--- src/rtl/instr_loader.sv ---
// Boot-time instruction loader: byte stream with 16-bit word-count header,
// little-endian words written to instruction memory, core held in reset until done.
module instr_loader #(
    parameter int ADDR_WIDTH = 8
) (
    input  logic                  clk,
    input  logic                  rst,
    input  logic                  start,
    input  logic                  in_valid,
    input  logic [7:0]            in_data,
    output logic                  in_ready,
    output logic                  imem_we,
    output logic [ADDR_WIDTH-1:0] imem_addr,
    output logic [31:0]           imem_wdata,
    output logic                  core_rst,
    output logic                  busy,
    output logic                  done,
    output logic                  error,
    output logic [15:0]           words_loaded
);

    localparam logic [16:0] DEPTH = 17'(2 ** ADDR_WIDTH);

    typedef enum logic [2:0] {
        S_IDLE,
        S_HDR0,
        S_HDR1,
        S_DATA,
        S_DONE,
        S_ERR
    } state_t;

    state_t                state_q, state_d;
    logic                  in_ready_q, in_ready_d;
    logic                  we_q, we_d;
    logic [ADDR_WIDTH-1:0] addr_q, addr_d;
    logic [31:0]           wdata_q, wdata_d;
    logic                  core_rst_q, core_rst_d;
    logic                  busy_q, busy_d;
    logic                  done_q, done_d;
    logic                  error_q, error_d;
    logic [15:0]           words_q, words_d;
    logic [15:0]           count_q, count_d;
    logic [1:0]            byte_idx_q, byte_idx_d;
    logic [23:0]           buf_q, buf_d;

    logic        accept;
    logic [15:0] hdr_count;

    assign accept    = in_valid && in_ready_q;
    assign hdr_count = {in_data, count_q[7:0]};

    always_comb begin
        state_d    = state_q;
        in_ready_d = in_ready_q;
        we_d       = 1'b0;
        addr_d     = addr_q;
        wdata_d    = wdata_q;
        core_rst_d = core_rst_q;
        busy_d     = busy_q;
        done_d     = done_q;
        error_d    = error_q;
        words_d    = words_q;
        count_d    = count_q;
        byte_idx_d = byte_idx_q;
        buf_d      = buf_q;
        unique case (state_q)
            S_IDLE, S_DONE, S_ERR: begin
                if (start) begin
                    state_d    = S_HDR0;
                    in_ready_d = 1'b1;
                    busy_d     = 1'b1;
                    core_rst_d = 1'b1;
                    done_d     = 1'b0;
                    error_d    = 1'b0;
                    words_d    = '0;
                end
            end
            S_HDR0: begin
                if (accept) begin
                    count_d[7:0] = in_data;
                    state_d      = S_HDR1;
                end
            end
            S_HDR1: begin
                if (accept) begin
                    count_d = hdr_count;
                    if (hdr_count == 16'd0) begin
                        state_d    = S_DONE;
                        in_ready_d = 1'b0;
                        busy_d     = 1'b0;
                        core_rst_d = 1'b0;
                        done_d     = 1'b1;
                    end else if ({1'b0, hdr_count} > DEPTH) begin
                        state_d    = S_ERR;
                        in_ready_d = 1'b0;
                        busy_d     = 1'b0;
                        error_d    = 1'b1;
                    end else begin
                        state_d    = S_DATA;
                        byte_idx_d = 2'd0;
                    end
                end
            end
            S_DATA: begin
                // in_ready low here means the final write is on the bus now
                if (!in_ready_q) begin
                    state_d    = S_DONE;
                    busy_d     = 1'b0;
                    core_rst_d = 1'b0;
                    done_d     = 1'b1;
                end else if (accept) begin
                    if (byte_idx_q == 2'd3) begin
                        we_d       = 1'b1;
                        addr_d     = words_q[ADDR_WIDTH-1:0];
                        wdata_d    = {in_data, buf_q};
                        words_d    = words_q + 16'd1;
                        byte_idx_d = 2'd0;
                        if (words_q + 16'd1 == count_q) begin
                            in_ready_d = 1'b0;
                        end
                    end else begin
                        buf_d      = {in_data, buf_q[23:8]};
                        byte_idx_d = byte_idx_q + 2'd1;
                    end
                end
            end
            default: state_d = S_IDLE;
        endcase
    end

    always_ff @(posedge clk) begin
        if (rst) begin
            state_q    <= S_IDLE;
            in_ready_q <= 1'b0;
            we_q       <= 1'b0;
            addr_q     <= '0;
            wdata_q    <= '0;
            core_rst_q <= 1'b1;
            busy_q     <= 1'b0;
            done_q     <= 1'b0;
            error_q    <= 1'b0;
            words_q    <= '0;
            count_q    <= '0;
            byte_idx_q <= '0;
            buf_q      <= '0;
        end else begin
            state_q    <= state_d;
            in_ready_q <= in_ready_d;
            we_q       <= we_d;
            addr_q     <= addr_d;
            wdata_q    <= wdata_d;
            core_rst_q <= core_rst_d;
            busy_q     <= busy_d;
            done_q     <= done_d;
            error_q    <= error_d;
            words_q    <= words_d;
            count_q    <= count_d;
            byte_idx_q <= byte_idx_d;
            buf_q      <= buf_d;
        end
    end

    assign in_ready     = in_ready_q;
    assign imem_we      = we_q;
    assign imem_addr    = addr_q;
    assign imem_wdata   = wdata_q;
    assign core_rst     = core_rst_q;
    assign busy         = busy_q;
    assign done         = done_q;
    assign error        = error_q;
    assign words_loaded = words_q;

endmodule

--- config.mk ---
export PLATFORM = sky130hd
export DESIGN_NAME = instr_loader
export DESIGN_NICKNAME = d
export VERILOG_FILES = /design/src/rtl/instr_loader.sv
export SDC_FILE = /design/constraint.sdc
export NUM_CORES = 1
export LEC_CHECK = 0
export ABC_AREA = 1
export BUFFER_PORTS_ARGS = -buffer_cell sky130_fd_sc_hd__buf_2
export CAP_MARGIN = 20
export CORE_UTILIZATION = 51
export DETAILED_ROUTE_END_ITERATION = 7
export GPL_ROUTABILITY_DRIVEN = 0
export PLACE_DENSITY_LB_ADDON = 0.05
export SLEW_MARGIN = 20
export SYNTH_ARGS = -nofsm -noshare
export SYNTH_HDL_FRONTEND = slang
export SYNTH_SLANG_ARGS = --single-unit
--- constraint.sdc ---
create_clock -name clk -period 1.6 [get_ports clk]
set_input_delay 0 -clock clk [delete_from_list [all_inputs] [get_ports clk]]
set_output_delay 0 -clock clk [all_outputs]
set_load 0.02 [all_outputs]
After elaboration in Yosys (flattened, before gate mapping)
Cells that the tools add are included.
{ "totals": {"ff_bits": 107, "wordCells": 106} }
{ "classes": {"addsub": 2, "magnitude_cmp": 1, "eq_ne": 19, "mux": 45, "bitwise_logic": 5, "n_reduce_logical": 20} }
{ "ops": {"columns": ["operator", "count"], "rows": [
  ["$mux W16", 4],
  ["$pmux W16 S2", 1],
  ["$ne A2 B2 Y1 const B", 11],
  ["$reduce_and A5 Y1", 4],
  ["$mux W1", 19],
  ["$mux W3", 6],
  ["$add A16 B1 Y16 const B", 1],
  ["$eq A16 B16 Y1", 1],
  ["$gt A16 B9 Y1 const B", 1],
  ["$logic_not A16 Y1", 1],
  ["$pmux W8 S2", 1],
  ["$reduce_and A4 Y1", 4],
  ["$mux W2", 6],
  ["$pmux W1 S3", 4],
  ["$pmux W3 S4", 1],
  ["$mux W8", 1],
  ["$eq A3 B2 Y1 const B", 2],
  ["$eq A3 B3 Y1 const B", 2],
  ["$reduce_and A6 Y1", 1],
  ["$reduce_bool A2 Y1", 3],
  ["$not A1 Y1", 5],
  ["$pmux W2 S2", 1],
  ["$reduce_or A4 Y1", 1],
  ["$eq A3 B1 Y1 const B", 1],
  ["other kinds (10)", 10]
]} }

Logic depth before layout (Yosys ltp)
Gate-level depths: netlist (run 1).
{ "depth": {"ltp_word": 7, "depth_mapped": 14, "mapped_depth_nobuf": 14} }

Worst setup path before layout (run 1)
No wires, ideal clock.
{ "synth_timing": {"path_type": "register to register", "from": "register words_q[0] (netlist: words_loaded[0])", "to": "register in_ready_q (netlist: in_ready)", "setup_ns": 0.116, "arrival_time_ns": 1.715, "required_time_ns": 1.484, "path_slack_ns": -0.231, "stages_incl_launch_ff": 15, "path_buffers": 0, "path_cell_list": "dfxtp_1 -> ha_1 -> nand2_2 -> nor2_4 -> nand2_1 -> nand2_1 -> nand2_1 -> nand2_1 -> nand2_1 -> nor2_1 -> nand3_1 -> nor2_1 -> nand2_1 -> nand2_1 -> a21oi_2"} }
{ "synth_via": {"elab_chain_len": 7} }
{ "synth_lines": {"columns": ["element", "line", "source"], "rows": [
  ["from (decl)", "42", "logic [15:0] words_q, words_d;"],
  ["from (signal assigned)", "157", "words_q <= words_d;"],
  ["$add A16 B1 Y16", "119", "if (words_q + 16'd1 == count_q) begin"],
  ["$eq A16 B16 Y1", "119", null],
  ["$mux W1", "119", null],
  ["$mux W1", "113", "if (byte_idx_q == 2'd3) begin"],
  ["$mux W1", "112", "end else if (accept) begin"],
  ["$mux W1", "107", "if (!in_ready_q) begin"],
  ["$pmux W1 S3", "67", "unique case (state_q)"],
  ["to (signal assigned)", "149", "in_ready_q <= in_ready_d;"],
  ["to (decl)", "34", "logic in_ready_q, in_ready_d;"]
]} }
Every way passes these cells.
A chain may end at the register's enable or synchronous reset.

Final worst setup path (run 1)
{ "layout_timing": {"from": "register words_q[1] (netlist: words_loaded[1])", "to": "register in_ready_q (netlist: in_ready)"} }
Same word-level chain as after synthesis.

==> flow_summary_export.csv, run 1 <==
group,metric,value,unit
synthesis,synth_cells,632,
worst_setup_path,worstPathCellList,"buf_4 -> nand2_2 -> nor2_4 -> buf_12 -> nand4_1 -> nand3b_1 -> nand2_1 -> nor2_1 -> nand2_1 -> nor2_2 -> nand2_1 -> nand2_1 -> a21oi_2",
global_routing,grt_pass1_wl,20900,um
job,cap_violations,0,
finish,synthToLayoutAreaGrowth,30.4,%
routing,vias,4733,
die,io_pins,74,
global_routing,gr-total-overflow,0,
synthesis,yosysTopAreaCell,"dfxtp_1",
synthesis,synth_xor_area_frac,0.00878,
sta,fmax,0.598,GHz
power,p_seq_frac,0.467,
placement,port_buffers,73,
die,die_y,98.0,um
power,finalPower,6.37,mW
die,fp.dieArea,0.00961,mm2
clock_tree,clock-sinks,107,
worst_setup_path,critPathCaptureType,"flip-flop",
power,p_leak,2.79,nW
synthesis,syn_nets,646,
synthesis,synthArstFlopShare,0,
power,pwr-share-comb,0.261,
run_status,outcome,"finished with violations",
sta,clock_skew,0.0127,ns
finish,drive_above_1_share,0.324,
synthesis,synth_edf_count,0,
global_routing,grt_use_total,0.271,
finish,nets,778,
synthesis,synth_top_family_by_area,"simple AND/OR/NAND/NOR gates",
power,p_per_area,1040,mW/mm2
hold_path,hold_path_class,"input pin to flip-flop",
power,p_int,4.08,mW
die,core,0.00881,mm2
synthesis,yosys-top-cells-area,"dfxtp_1 46%, o21ai_0 9.4%, nor2_1 8.9%, nand2_1 6.5%, a21oi_1 5.1%",
routing,drt.antenna.violating_nets,0,
clock_tree,clockBufferDepth,2,
worst_setup_path,slowest_stage,"dfxtp_4",
synthesis,synthMostInstantiatedCell,"nor2_1",
routing,drc,3,
sta,layout_min_cycle_time,1.67,ns
synthesis,synth_top_area_share,0.455,
clock_tree,cts_tree,"yes",
power,clkPwrFrac,0.272,
synthesis,synth_area,0.00470,mm2
synthesis,synth_ff_type,"dfxtp_1",
worst_setup_path,required,1.87,ns
die,initial_core_util,0.534,
clock_tree,cts.root.buffer_cell,"clkbuf_8",
synthesis,synthSimpleGateAreaFrac,0.269,
worst_setup_path,worst-path-buf-inv,2,
global_routing,grt_pass1_vias,4509,
sta,fin_ws,-0.0735,ns
global_routing,grt_max_degree,86,
clock_tree,clk_latency,0.38,ns
synthesis,synth-compound-area-share,0.186,
run_status,violations,"DRC, setup timing",
clock_tree,cts.clk_slew.worst_paths,0.12,ns
die,rows,34,
worst_setup_path,worst_path_most_repeated_cell,"nand2_1",
worst_setup_path,critPathLaunchType,"flip-flop",
power,power_switching,2.30,mW
power,swShare,0.360,
routing,drt-total-wl,12800,um
routing,viasPerCell,5.40,
synthesis,avgSynthCellArea,7.44,um2
routing,first_pass_iters,7,
sta,setup_violations,1,
synthesis,synthAdderAreaFrac,0.00532,
synthesis,yosysSeqAreaShare,0.455,
routing,avgRoutedWirePerCell,14.5,um
sta,slew_viol_final,0,
synthesis,synthTopCellsByCount,"111 x nor2_1, 107 x dfxtp_1, 88 x o21ai_0",
sta,finalCritPeriodShare,1.05,
sta,max_slew.worst_pin.slew,0.338,ns
clock_tree,cts_buffers,9,
sta,slew_headroom,0.775,
worst_setup_path,worstSetupPathType,"flip-flop to flip-flop",
worst_setup_path,arrival,1.94,ns
worst_setup_path,critical_path.top_delay_family,"simple AND/OR/NAND/NOR gates",
synthesis,ys_warn_count,0,
die,die_w,98.0,um
global_routing,antenna_found_initial,0,
routing,drt_iter0_drc,270,
sta,rsz0062_at_grt,"yes",
clock_tree,htree_levels,3,
sta,hold_viol,0,
finish,antenna_cells,0,
worst_setup_path,crit_fanout,11,
synthesis,ys_ff_latch,107,
finish,fillers,760,
worst_setup_path,cpPeakStageDelay,0.38,ns
synthesis,muxShareOfSynthArea,0,
placement,place_ws,-0.202,ns
synthesis,yosysUniqueCellTypes,41,
power,ir_drop,0.000995,V
placement,dpl.hpwl,8970,um
## metal layers
layer,global-route usage,up-vias,share of wire
li1,-,2373,-
met4,0.0944,0,0.018
met2,0.435,150,0.46
met5,0,-,0
met3,0.0558,21,0.056
met1,0.363,2189,0.46
## kinds of logic after synthesis
group | Yosys count
adders and majority gates | 2
AOI/OAI and AO/OA | 160
DFF | 107
xor gates and xnor gates | 3
buffers and inverters | 83
and+or+nand+nor | 277
## through the flow
step                utilization  cells  setup TNS (ns)  hold WS (ns)  instance area (um2)
floorplan                     -    632         -0.0126        0.0823                 4720
global placement          0.635    850           -2.71         0.351                 5600
detailed placement        0.635    850           -4.01         0.351                 5600
CTS                       0.677    876          -0.206       0.00411                 5960
global route              0.697    877          -0.886        0.0135                 6130
finish                    0.697    877         -0.0735        0.0283                 6130
## state kept, by name (all words and copies together) (netlist names)
signal / count
state_q: 3
count_q: 16
error: 1
done: 1
byte_idx_q: 2
in_ready: 1
core_rst: 1
buf_q: 24
imem_addr: 8
busy: 1
imem_wdata: 32
imem_we: 1
words_loaded: 16
## power groups by stage
stage                     combinational (mW)  sequential [mW]  clock [mW]
after floorplan                        0.886             3.09           0
after global placement                  1.50             3.00           0
after detailed placement                1.50             3.00           0
final                                   1.66             2.98        1.73
after global routing                    1.83             3.00        1.86
after CTS                               1.55             2.96        1.77
## cells in the final DEF (no fill, tap or decap), drive strengths merged, types with 5 or more instances in the layout
cell and n:
nand3 44, o21ai 90, inv 58, buf 146, nor2 120, o32ai 5, nand3b 5, nand4 15
a21oi 51, nand2 87, dfxtp 107, clkbuf 9
## area by class of cell
cell class | count | area (um2) | share of cell area
Inverter | 56 | 225 | 0.0367
Tap cell | 108 | 135 | 0.0220
Multi-Input combinational cell | 442 | 2390 | 0.389
Clock inverter | 7 | 88.8 | 0.0145
Sequential cell | 107 | 2170 | 0.354
Clock buffer | 9 | 124 | 0.0202
Timing Repair Buffer | 148 | 1000 | 0.164
## path summary, 6_finish.rpt
path | from | end | slack [ns] | cells past startpoint
setup reg to reg | words_loaded[1] | in_ready | -0.07 | 13
setup / recovery | words_loaded[1] | in_ready | -0.07 | 13
hold / removal | in_data[5] | count_q[13] | 0.03 | 4
hold reg to reg | core_rst | core_rst | 0.47 | 2
## worst reg2reg max path, stage by stage (launching register included)
cell      delay (ns)
dfxtp_4         0.38
buf_4           0.14
nand2_2         0.07
nor2_4          0.10
buf_12          0.14
nand4_1         0.13
nand3b_1        0.12
nand2_1         0.06
nor2_1          0.09
nand2_1         0.07
nor2_2          0.10
nand2_1         0.06
nand2_1         0.07
a21oi_2         0.05
## timing repair
item,CTS,global route
endpoints found under the hold margin,8,0
resized for setup,21,58
hold buffers,2,0
pin swaps,4,13
endpoints found under the setup margin,58,69
buffers inserted,8,1
(Power assumes the default switching activity.)
==> run 2, diff against run 1 <==
CORE_MARGIN = 5   (was not set)
CTS_CLUSTER_DIAMETER = 30   (was not set)
==> run 2 against run 1 <==
Net effect: the flow finishes with violations (setup timing); count of clock-buffer cells in the layout unchanged; final area is 5.0% higher; die area up 17%; first-iteration DRC count down 2.6%; sequential cell count stayed put; largest cell class unchanged.
==> flow_summary_export.csv, run 2 (synthesis gave the netlist of run 1 again) <==
group,metric,value,unit
run_status,outcome,"finished with violations",
run_status,violations,"setup timing",
worst_setup_path,arrival,2.00,ns
worst_setup_path,required,1.87,ns
finish,multi_input_area,0.00248,mm2
finish,regArea,0.00216,mm2
clock_tree,clock-sinks,107,
finish,drive_above_1_share,0.347,
die,die_y,106,um
worst_setup_path,worstSetupPathType,"flip-flop to flip-flop",
placement,place_ws,-0.164,ns
power,p_leak,2.89,nW
routing,drc,0,
sta,layout_min_cycle_time,1.73,ns
finish,synthToLayoutAreaGrowth,36.9,%
global_routing,grt_max_degree,58,
routing,first_pass_iters,4,
worst_setup_path,slowest_stage,"dfxtp_1",
worst_setup_path,worst-path-buf-inv,3,
finish,antenna_cells,0,
global_routing,use_met1,0.307,
die,fp.dieArea,0.0112,mm2
routing,drt-total-wl,13900,um
clock_tree,htree_levels,3,
clock_tree,cts.clk_slew.worst_paths,0.12,ns
global_routing,grt_use_total,0.232,
finish,fillers,772,
routing,avgRoutedWirePerCell,15.4,um
global_routing,gr-total-overflow,0,
global_routing,grt_pass1_wl,21300,um
placement,port_buffers,73,
die,io_pins,74,
worst_setup_path,crit_fanout,7,
worst_setup_path,critPathLaunchType,"flip-flop",
finish,final_cell_mix,"95 x dfxtp_1, 91 x nor2_1, 82 x o21ai_0",
die,initial_core_util,0.516,
clock_tree,cts.root.buffer_cell,"clkbuf_8",
finish,layout_commonest_cell,"dfxtp_1",
finish,nets,798,
die,rows,35,
finish,largest_reg_flops,32,
global_routing,busiest_layer,"met2",
power,ir_drop,0.000769,V
global_routing,antenna_found_initial,0,
worst_setup_path,cpPeakStageDelay,0.43,ns
finish,fin_cells,900,
global_routing,met3_usage,0.0370,
hold_path,hold_path_class,"input pin to flip-flop",
sta,slew_headroom,0.663,
clock_tree,clk_latency,0.38,ns
sta,finalSetupTns,-1.83,ns
routing,drt.antenna.violating_nets,0,
placement,dpl-instance-area,0.00563,mm2
sta,fin_ws,-0.128,ns
global_routing,grt_pass1_vias,4462,
sta,worst_hold_slack,0.00648,ns
worst_setup_path,worstPathCellList,"nand2_2 -> buf_4 -> nor3_4 -> clkinvlp_4 -> buf_12 -> nor2_4 -> nor2_1",
power,p_per_area,1020,mW/mm2
finish,design_area,0.00644,mm2
routing,drt_iter0_drc,263,
die,core,0.00911,mm2
clock_tree,cts_buffers,9,
job,cap_violations,0,
sta,setup_violations,21,
sta,finalCritPeriodShare,1.08,
sta,fmax,0.579,GHz
routing,vias,4842,
clock_tree,cts_tree,"yes",
sta,hold_viol,0,
placement,dp.cells,857,
sta,max_slew.worst_pin.slew,0.506,ns
clock_tree,clockBufferDepth,2,
sta,clock_skew,0.0159,ns
sta,rsz0062_at_grt,"yes",
worst_setup_path,critPathCaptureType,"flip-flop",
global_routing,use_met2,0.392,
routing,viasPerCell,5.38,
worst_setup_path,critical_path.top_delay_family,"buffers and inverters",
die,die_w,106,um
placement,dpl.hpwl,9370,um
sta,slew_viol_final,0,
worst_setup_path,r2r_setup_slack,-0.13,ns
run 2: cell count changes in the layout (fill, tap and decap cells not counted), sizes merged:
| cell | previous run | this run |
|---|---|---|
| buf | 146 | 163 |
| clkinv | 3 | 1 |
| clkinvlp | 2 | 3 |
| clkbuf | 9 | 12 |
| bufinv | 0 | 1 |
run 2: cell type report:
type	count	area share
Clock buffer	9	0.0192
Tap cell	111	0.0216
Clock inverter	7	0.0155
Inverter	56	0.0359
Sequential cell	107	0.336
Multi-Input combinational cell	442	0.385
Timing Repair Buffer	168	0.187
run 2: path summary, 6_finish.rpt:
path,start,to,cells past startpoint
max,in_ready,buf_q[0],7
min reg2reg,core_rst,core_rst,2
min,in_data[3],imem_wdata[27],3
max reg2reg,in_ready,buf_q[0],7
run 2: tightest hold or removal path: stages:
cell and delay [ns]:
buf_2 0.09, inv_1 0.12, a21oi_1 0.15
run 2: timing repair:
action / in CTS / in global routing
setup endpoints to repair: 27 / 62
endpoints found under the hold margin: 6 / 0
hold buffers: 2 / 0
cloned: 0 / 4
pin swaps: 10 / 31
resized for setup: 16 / 93
buffers inserted: 9 / 14
run 2: stage by stage:
step           power (mW)   util
2_1_floorplan        3.98      -
3_3_place_gp         4.50  0.618
3_5_place_dp         4.51  0.618
4_1_cts              6.36  0.658
5_1_grt              6.86  0.707
6_report             6.55  0.707
run 2: power breakdown:
group	leakage [nW]	switching (mW)	internal (mW)
Combinational	1.90	1.10	0.626
Clock	0.114	1.07	0.788
Sequential	0.870	0.141	2.82
run 2: routing by layer:
metal / up-vias / part of all wire
met5: - / 0
met3: 20 / 0.050
met2: 125 / 0.49
met1: 2286 / 0.44
li1: 2411 / -
met4: 0 / 0.014
==> run 3, diff against run 2 <==
ABC_AREA = not set   (was 1)
==> run 3 against run 2 <==
Net effect: the run still ends with setup timing left; combinational power is 56% lower; global-route usage rose by 3.3 points; synthesized cell count decreased by 4.4%; area after synthesis grew 1.6%; maximum frequency is 16% lower; register-to-register slack got worse by 0.33 ns; clock skew grew 0.00053 ns; die area is 1.5% higher; via count up 15%; critical path type unchanged; largest power group unchanged.
==> flow_summary_export.csv, run 3 <==
group,metric,value,unit
clock_tree,clockBufferDepth,2,
hold_path,hold_path_class,"input pin to flip-flop",
finish,regArea,0.00218,mm2
worst_setup_path,required,1.86,ns
worst_setup_path,critPathLaunchType,"flip-flop",
synthesis,yosysTopAreaCell,"dfxtp_1",
global_routing,grt_use_total,0.265,
synthesis,synthSimpleGateAreaFrac,0.252,
run_status,outcome,"finished with violations",
routing,drt.antenna.violating_nets,0,
routing,viasPerCell,6.28,
placement,dpl.hpwl,9490,um
clock_tree,cts.clk_slew.worst_paths,0.11,ns
worst_setup_path,critPathCaptureType,"flip-flop",
worst_setup_path,r2r_setup_slack,-0.46,ns
die,rows,35,
worst_setup_path,crit_end,"in_ready",
synthesis,synthMostInstantiatedCell,"nand2_1",
die,fp.dieArea,0.0114,mm2
sta,fin_ws,-0.456,ns
worst_setup_path,arrival,2.32,ns
synthesis,synth-compound-area-share,0.179,
sta,finalCritPeriodShare,1.28,
routing,drt_iter0_drc,705,
synthesis,synth_top_family_by_area,"simple AND/OR/NAND/NOR gates",
worst_setup_path,r2r_cells,8,
placement,place_ws,-0.385,ns
die,core,0.00920,mm2
worst_setup_path,worstSetupPathType,"flip-flop to flip-flop",
synthesis,yosys-top-cells-area,"dfxtp_1 45%, nand2_1 12%, a21oi_1 8.1%, nor2_1 3.5%, mux2i_1 3.3%",
clock_tree,cts_buffers,9,
sta,hold_viol,0,
die,initial_core_util,0.520,
global_routing,grt_max_degree,95,
sta,fmax,0.486,GHz
placement,port_buffers,73,
global_routing,gr-total-overflow,0,
die,die_w,107,um
clock_tree,clk_latency,0.38,ns
global_routing,grt_pass1_wl,24100,um
power,ir_drop,0.000664,V
synthesis,yosysSeqAreaShare,0.448,
synthesis,muxShareOfSynthArea,0.0358,
synthesis,yosysUniqueCellTypes,61,
sta,max_slew.worst_pin.slew,1.30,ns
placement,dp.cells,825,
finish,final_util,0.836,
synthesis,synth_ff_type,"dfxtp_1",
routing,drc,0,
sta,layout_min_cycle_time,2.06,ns
worst_setup_path,crit_fanout,8,
die,io_pins,74,
routing,first_pass_iters,6,
routing,vias,5563,
global_routing,antenna_found_initial,0,
synthesis,synthAdderAreaFrac,0.00523,
finish,antenna_cells,0,
worst_setup_path,critPathLaunch,"words_loaded[0]",
finish,drive_above_1_share,0.535,
finish,fillers,516,
run_status,violations,"setup timing",
synthesis,synthTopCellsByCount,"154 x nand2_1, 107 x dfxtp_1, 77 x a21oi_1",
finish,layout_commonest_cell,"nand2_1",
synthesis,ys_warn_count,0,
finish,synthToLayoutAreaGrowth,60.8,%
synthesis,synthArstFlopShare,0,
synthesis,synth_xor_area_frac,0.0311,
sta,clock_skew,0.0165,ns
die,die_y,107,um
clock_tree,clock-sinks,107,
power,p_per_area,666,mW/mm2
sta,setup_violations,77,
routing,drt-total-wl,19500,um
sta,finalSetupTns,-11.95,ns
sta,slew_viol_final,0,
placement,dpl-instance-area,0.00587,mm2
finish,largest_reg_flops,32,
finish,multi_input_area,0.00341,mm2
sta,worst_hold_slack,0.0199,ns
finish,design_area,0.00769,mm2
synthesis,synth_cells,604,
finish,fin_cells,886,
synthesis,synth_top_area_share,0.448,
global_routing,grt_pass1_vias,4749,
clock_tree,htree_levels,3,
synthesis,ys_ff_latch,107,
job,cap_violations,0,
synthesis,synth_edf_count,0,
finish,nets,784,
clock_tree,cts.root.buffer_cell,"clkbuf_8",
synthesis,synth_area,0.00478,mm2
clock_tree,cts_tree,"yes",
routing,avgRoutedWirePerCell,22.0,um
finish,final_cell_mix,"94 x nand2_1, 87 x dfxtp_1, 78 x buf_4",
sta,rsz0062_at_grt,"yes",
sta,slew_headroom,0.133,
power,p_leak,3.17,nW
synthesis,syn_nets,618,
power,finalPower,5.12,mW
worst_setup_path,reg2reg_to,"in_ready",
synthesis,avgSynthCellArea,7.92,um2
worst_setup_path,r2r-start,"words_loaded[0]",
==> run 3: cell count changes after synthesis, sizes merged, moves of 9 or more <==
cell and delta:
clkbuf +17, nor2 -76, nand3 -33, nand2 +67, a21oi +26, inv -47, mux2i +16, xnor2 +9
o21ai -62, and3 +9
==> run 3: repair_timing <==
| item | in CTS | in global routing |
|---|---|---|
| endpoints found under the hold margin | 13 | 0 |
| setup buffers | 19 | 13 |
| setup endpoints to repair | 36 | 104 |
| hold buffers | 5 | 0 |
| pin swaps | 30 | 115 |
| gates cloned | 4 | 7 |
| gates resized for setup | 75 | 230 |
==> run 3: worst min path at each step <==
stage,startpoint,to,slack (ns),depth (start not counted)
3_3_place_gp,in_data[3],imem_wdata[27],0.32,3
3_5_place_dp,in_data[2],imem_wdata[26],0.34,3
2_1_floorplan,in_data[1],buf_q[17],0.14,2
5_1_grt,in_data[6],count_q[14],0.03,4
4_1_cts,in_data[6],count_q[14],0.01,4
6_report,in_data[6],count_q[14],0.02,4
==> run 3: cell families after synthesis <==
family	Yosys count
and+or+nand+nor	261
DFF	107
buffers and inverters	56
muxes	17
adders and majority gates	2
AOI/OAI and AO/OA	144
xor gates and xnor gates	17
==> run 3: power by group <==
| part | switching [mW] | total, mW | internal, mW | leakage [nW] |
|---|---|---|---|---|
| clock | 1.04 | 1.65 | 0.605 | 0.0959 |
| sequential | 0.0336 | 2.72 | 2.68 | 0.875 |
| combinational | 0.436 | 0.754 | 0.318 | 2.20 |
| total | 1.51 | 5.12 | 3.61 | 3.17 |
==> run 3: layout make-up <==
class                      count  area share
inverter                       9     0.00504
timing repair buffer         202       0.225
multi-input combinational    441       0.444
clock inverter                 6     0.00765
sequential                   107       0.284
clock buffer                  10      0.0166
tap                          111      0.0181
==> run 3: worst max-delay path, stage by stage, from the launching register on <==
cell and delay [ns]:
dfxtp_4 0.37, buf_6 0.14, buf_4 0.18, nand3_2 0.09
mux2_2 0.35, a211oi_2 0.18, nand4_1 0.17, a2111oi_2 0.35
nor2_1 0.10
==> run 3: routing by layer <==
metal  GRT usage  part of all wire  vias up
li1            -                 -     2410
met1       0.355              0.38     2622
met2       0.427              0.47      406
met3      0.0602              0.10      125
met4      0.0776             0.054        0
met5           0                 0        -
